[src/rtl/lfsr_pkg.sv]
// Shared types and helpers for the LFSR random-word stream.
package lfsr_pkg;

  typedef enum logic {
    WARM = 1'b0,
    RUN  = 1'b1
  } fsm_t;

  // Feedback tap positions for each supported width; bit i set means state[i] feeds the XOR.
  function automatic logic [63:0] tap_mask(input int width);
    case (width)
      8:       tap_mask = 64'h0000_0000_0000_001D;  // 0,2,3,4
      16:      tap_mask = 64'h0000_0000_0000_002D;  // 0,2,3,5
      32:      tap_mask = 64'h0000_0000_C000_0401;  // 0,10,30,31
      64:      tap_mask = 64'h0000_0000_0000_001B;  // 0,1,3,4
      default: tap_mask = 64'h0;
    endcase
  endfunction

  // Smallest 2^k-1 that covers limit: smear the top set bit downwards.
  function automatic logic [63:0] mask_from_limit(input logic [63:0] limit);
    logic [63:0] m;
    m = limit;
    m = m | (m >> 1);
    m = m | (m >> 2);
    m = m | (m >> 4);
    m = m | (m >> 8);
    m = m | (m >> 16);
    m = m | (m >> 32);
    return m;
  endfunction

endpackage

[src/rtl/lfsr_step.sv]
// Combinational Fibonacci LFSR advance: STEPS right-shift steps, fully unrolled.
module lfsr_step
  import lfsr_pkg::*;
#(
  parameter int WIDTH = 32,
  parameter int STEPS = 8
) (
  input  logic [WIDTH-1:0] state,
  output logic [WIDTH-1:0] next
);

  localparam logic [63:0]      TAPS_FULL = tap_mask(WIDTH);
  localparam logic [WIDTH-1:0] TAPS      = TAPS_FULL[WIDTH-1:0];

  logic [WIDTH-1:0] chain [STEPS+1];

  assign chain[0] = state;

  for (genvar i = 0; i < STEPS; i++) begin : g_step
    assign chain[i+1] = {^(chain[i] & TAPS), chain[i][WIDTH-1:1]};
  end

  assign next = chain[STEPS];

endmodule

[src/rtl/lfsr_stream.sv]
// Bounded random-word source: LFSR with warm-up, rejection sampling and ready/valid output.
module lfsr_stream
  import lfsr_pkg::*;
#(
  parameter int                    LFSR_WIDTH   = 32,
  parameter int                    OUT_WIDTH    = 8,
  parameter int                    WARMUP_WORDS = 4,
  parameter logic [LFSR_WIDTH-1:0] DEFAULT_SEED = '1
) (
  input  logic                  clk,
  input  logic                  rst,
  input  logic [LFSR_WIDTH-1:0] seed,
  input  logic [OUT_WIDTH-1:0]  seed_limit,
  input  logic                  seed_valid,
  output logic [OUT_WIDTH-1:0]  out_data,
  output logic                  out_valid,
  input  logic                  out_ready,
  output logic                  busy
);

  if (!(LFSR_WIDTH == 8 || LFSR_WIDTH == 16 || LFSR_WIDTH == 32 || LFSR_WIDTH == 64)) begin : g_bad_lfsr_width
    $error("lfsr_stream: unsupported LFSR_WIDTH %0d", LFSR_WIDTH);
  end
  if (OUT_WIDTH < 1 || OUT_WIDTH > LFSR_WIDTH) begin : g_bad_out_width
    $error("lfsr_stream: unsupported OUT_WIDTH %0d", OUT_WIDTH);
  end
  if (WARMUP_WORDS < 0 || WARMUP_WORDS > 255) begin : g_bad_warmup
    $error("lfsr_stream: unsupported WARMUP_WORDS %0d", WARMUP_WORDS);
  end
  if (DEFAULT_SEED == '0) begin : g_bad_seed
    $error("lfsr_stream: DEFAULT_SEED must be nonzero");
  end

  localparam logic [7:0] WARM_INIT = 8'(WARMUP_WORDS);
  localparam fsm_t       FSM_INIT  = (WARMUP_WORDS == 0) ? RUN : WARM;

  fsm_t                  fsm_q, fsm_d;
  logic [LFSR_WIDTH-1:0] lfsr_q, lfsr_d, lfsr_adv;
  logic [OUT_WIDTH-1:0]  limit_q, limit_d;
  logic [OUT_WIDTH-1:0]  mask_q, mask_d;
  logic [7:0]            warm_cnt_q, warm_cnt_d;
  logic [63:0]           mask_wide;
  logic [OUT_WIDTH-1:0]  candidate;
  logic                  accept;

  // One instance serves warm-up, rejection and transfer advances alike.
  lfsr_step #(
    .WIDTH (LFSR_WIDTH),
    .STEPS (OUT_WIDTH)
  ) u_adv (
    .state (lfsr_q),
    .next  (lfsr_adv)
  );

  assign mask_wide = mask_from_limit(64'(seed_limit));
  assign mask_d    = mask_wide[OUT_WIDTH-1:0];
  assign candidate = lfsr_q[OUT_WIDTH-1:0] & mask_q;
  assign accept    = (candidate <= limit_q);
  assign out_data  = candidate;
  assign out_valid = !rst && (fsm_q == RUN) && accept;
  assign busy      = rst ? (FSM_INIT == WARM) : (fsm_q == WARM);

  // State register; reset restores the default seed and an unbounded limit.
  always_ff @(posedge clk) begin
    if (rst) begin
      fsm_q      <= FSM_INIT;
      lfsr_q     <= DEFAULT_SEED;
      limit_q    <= '1;
      mask_q     <= '1;
      warm_cnt_q <= WARM_INIT;
    end else begin
      fsm_q      <= fsm_d;
      lfsr_q     <= lfsr_d;
      limit_q    <= limit_d;
      mask_q     <= (seed_valid) ? mask_d : mask_q;
      warm_cnt_q <= warm_cnt_d;
    end
  end

  // Next-state logic: a seed load wins over any advance; otherwise warm-up or run-mode stepping.
  always_comb begin
    fsm_d      = fsm_q;
    lfsr_d     = lfsr_q;
    limit_d    = limit_q;
    warm_cnt_d = warm_cnt_q;
    if (seed_valid) begin
      lfsr_d     = (seed == '0) ? DEFAULT_SEED : seed;
      limit_d    = seed_limit;
      warm_cnt_d = WARM_INIT;
      fsm_d      = FSM_INIT;
    end else begin
      case (fsm_q)
        WARM: begin
          if (warm_cnt_q != 8'd0) begin
            lfsr_d     = lfsr_adv;
            warm_cnt_d = warm_cnt_q - 8'd1;
          end
          if (warm_cnt_q <= 8'd1) begin
            fsm_d = RUN;
          end
        end
        RUN: begin
          if (!accept || out_ready) begin
            lfsr_d = lfsr_adv;
          end
        end
        default: fsm_d = FSM_INIT;
      endcase
    end
  end

endmodule

[config.mk]
export PLATFORM = sky130hd
export DESIGN_NAME = lfsr_stream
export DESIGN_NICKNAME = d
export VERILOG_FILES = /design/src/rtl/lfsr_pkg.sv /design/src/rtl/lfsr_step.sv /design/src/rtl/lfsr_stream.sv
export SDC_FILE = /design/constraint.sdc
export NUM_CORES = 1
export LEC_CHECK = 0
export BUFFER_PORTS_ARGS = -buffer_cell sky130_fd_sc_hd__buf_2
export CAP_MARGIN = 5
export CELL_PAD_IN_SITES_DETAIL_PLACEMENT = 1
export CELL_PAD_IN_SITES_GLOBAL_PLACEMENT = 1
export CORE_MARGIN = 5
export CORE_UTILIZATION = 40
export CTS_CLUSTER_SIZE = 40
export DETAILED_ROUTE_END_ITERATION = 12
export PLACE_DENSITY_LB_ADDON = 0.1
export SLEW_MARGIN = 20
export SYNTH_ARGS = -nofsm -noshare
export SYNTH_HDL_FRONTEND = slang
export SYNTH_SLANG_ARGS = --single-unit
export TNS_END_PERCENT = 1
[constraint.sdc]
create_clock -name clk -period 5.85 [get_ports clk]
set_input_delay 0.8775 -clock clk [delete_from_list [all_inputs] [get_ports clk]]
set_output_delay 0.8775 -clock clk [all_outputs]
set_load 0.005 [all_outputs]
==> results.md <==
- Power Density: 305 nW/um^2
- Sequential fraction of the synthesis area: 36.3%
- Max-slew headroom: 26.2%
- Top-area cell type share of the netlist area: 36.3%
- Max VDD drop: 0.121 mV
- 1st-iter DRT viols: 81
- Net Sw Power: 370 uW
- Final min period: 3210 ps
- Drt total wl: 8420 um
- Worst Hold Class: register to register
- Clk pwr share: 22.0%
- Combinational power share: 34.4%
- Synth area leader: dfxtp_1
- Die width: 97.8 um
- Initial core utilization: 40.6%
- Fill count: 910
- Clock latency on the worst-skew pair: 320 ps
- Gr ovfl total: 0
- Core Region: 7610 um^2
- Critical path endpoint category: register
- CTS H-tree depth: 2
- Clock Path Buffers: 2
- Synth Flop Type: dfxtp_1
- Static leakage: 1.29 nW
- Worst setup path start: lfsr_q[1]
- CP startpoint kind: register
- CTS Sinks: 56
- Synth area leaders: dfxtp_1 36%, o211ai_2 12%, o22ai_1 6.5%
- Root buf cell: clkbuf_8
- Die H: 97.8 um
- Period utilization: 54.8%
- WL/cell: 18.0 um
- Synth cell types: 41
- Slew @ Worst Pin: 1110 ps
- Critical path class: register to register
- Number of synthesized flops with an enable pin: 0
- Hold slack: 470 ps
- Setup slack, reg-to-reg: 2640 ps
- Final Util: 45.6%
- Standard-cell rows: 32
- Reg2reg end: lfsr_q[30]
- Ports: 54
- Post-synthesis cell count: 325
- Crit path max fanout: 33
- Setup bufs post-CTS: 0
- Status: finished, final reports clean
- Worst Hold Depth: 1
- RSZ-0062 raised after global routing: false
- Clock slew at reported path FFs: 110 ps
- First-pass GRT wire length: 13900 um
- Layout cells sized above 1: 28.9%
- Vias in the first global route: 2642
- Worst Hold Path EP: mask_q[4]
- Clock Skews: 8.62 ps
- Pin count of the biggest net entering global routing: 47
- Post-DRT Antenna Nets: 0
- HP Start: mask_q[4]
- IO Port Bufs: 53
- Final hold violation count: 0
- Antenna violations before repair: 0
- Via count: 2623
- Most frequent cell after synthesis: dfxtp_1
- Fin nets: 420
- Antenna cells: 0
- Slew Limit Fails: 0
- Die ar.: 9570 um^2
- Commonest cells in the synthesized netlist: 56 x dfxtp_1, 35 x o21ai_0, 32 x o22ai_1, 30 x o211ai_2, 20 x nand2_1
- Sw Share: 35.0%
- Post-DP HPWL: 6190 um
- Area grow syn2layout: 12.3%
- Avg Inst Size Synth: 9.50 um^2
- Pint: 686 uW
- Flop pwr share: 43.6%
- Setup violations, final: 0
- Setup tns final: 0 ps
- Residual DRC: 0
- Inserted Clock Buffers: 5
- Max_cap viols: 0
- Post_cts resized: 0
- Asr flop ratio synth: 0%
- Syn. warnings: 0
- FF-to-FF Start: lfsr_q[1]
- Pre-antenna DRT Iters: 4
- Total GRT Usage: 17.7%
- Mapped cell area: 3090 um^2
- CTS tree: yes
- Max frequency: 312 MHz
- CP required: 6010 ps
- DR vias/cell: 5.59
- Yosys reg bits: 56
- Hold buffers post-CTS: 0
- Final GP Congestion: 0.766
- Syn nets: 379
- Reg2Reg Depth: 10
- Critical path arrival: 3360 ps
-- worst max-delay path, cell delays in order, from the launching register on --
cell and delay (ps):
dfxtp_1 410, and2_1 170, ha_1 250, nor2b_1 140, o211ai_1 160, nand3_1 190, a2111oi_4 320, buf_4 350
or2_1 420, buf_4 460, o211ai_1 150
-- through the flow --
stage	worst slack [ps]	instances	total power [mW]	instance area, um^2
floorplan	3550	325	0.747	3090
global placement	2510	461	0.832	3370
detailed placement	2460	461	0.836	3370
CTS	2630	469	1.07	3470
global route	2450	469	1.12	3470
finish	2640	469	1.06	3470
-- state kept, by name, indices dropped and copies added (netlist names) --
name / cells
lfsr_q: 32
warm_cnt_q: 8
fsm_q: 1
limit_q: 8
mask_q: 7
-- power by group through the flow --
stage	registers [mW]	logic, mW	clock network, mW
finish	0.461	0.363	0.233
global route	0.466	0.399	0.255
floorplan	0.455	0.293	0
global placement	0.469	0.363	0
detailed placement	0.469	0.366	0
CTS	0.461	0.368	0.238
-- cells in the final DEF (no fill, tap or decap), drive strengths merged, types with 3 or more instances in the layout --
| cell type | Yosys | final |
|---|---|---|
| a21oi | 3 | 3 |
| and2 | 8 | 8 |
| buf | 8 | 58 |
| clkbuf | 16 | 5 |
| dfxtp | 56 | 56 |
| ha | 10 | 10 |
| inv | 12 | 14 |
| mux2i | 3 | 3 |
| nand2 | 20 | 20 |
| nand3 | 3 | 3 |
| nand4 | 3 | 3 |
| nor2 | 15 | 15 |
| nor3 | 6 | 6 |
| nor4 | 10 | 10 |
| o211ai | 39 | 39 |
| o21ai | 37 | 37 |
| o22ai | 32 | 32 |
| xnor2 | 18 | 18 |
| xor2 | 10 | 10 |
-- how the worst max path moves through the flow --
stage,end,depth (start not counted)
after floorplan,out_valid,6
after global placement,lfsr_q[30],7
after detailed placement,lfsr_q[30],7
after CTS,lfsr_q[30],10
after global routing,lfsr_q[30],10
final,lfsr_q[30],10
-- cell type report --
class | instances | area (um^2) | area share (%)
clock buffers | 5 | 68.8 | 1.99
clock inverters | 3 | 26.3 | 0.758
inverters | 12 | 45.0 | 1.30
multi-input cells | 233 | 1770 | 51.2
flip-flops and latches | 56 | 1120 | 32.3
well taps | 102 | 128 | 3.68
repair buffers | 58 | 303 | 8.74
-- metal layers --
metal / vias up / GRT usage [%] / wire length, um
met3: 7 / 3.07 / 257
met5: - / 0 / 0
met2: 41 / 27.1 / 3850
li1: 1278 / - / -
met1: 1297 / 26.1 / 4250
met4: 0 / 3.51 / 66
-- logic make-up after synthesis --
group | after synthesis | synth area share [%]
compound gates | 119 | 30.6
mux | 3 | 0.973
xor+xnor | 29 | 9.57
flops | 56 | 36.3
buf+inv | 36 | 6.32
simple gates | 72 | 12.1
fa+ha+maj | 10 | 4.05
(Power assumes the default switching activity.)
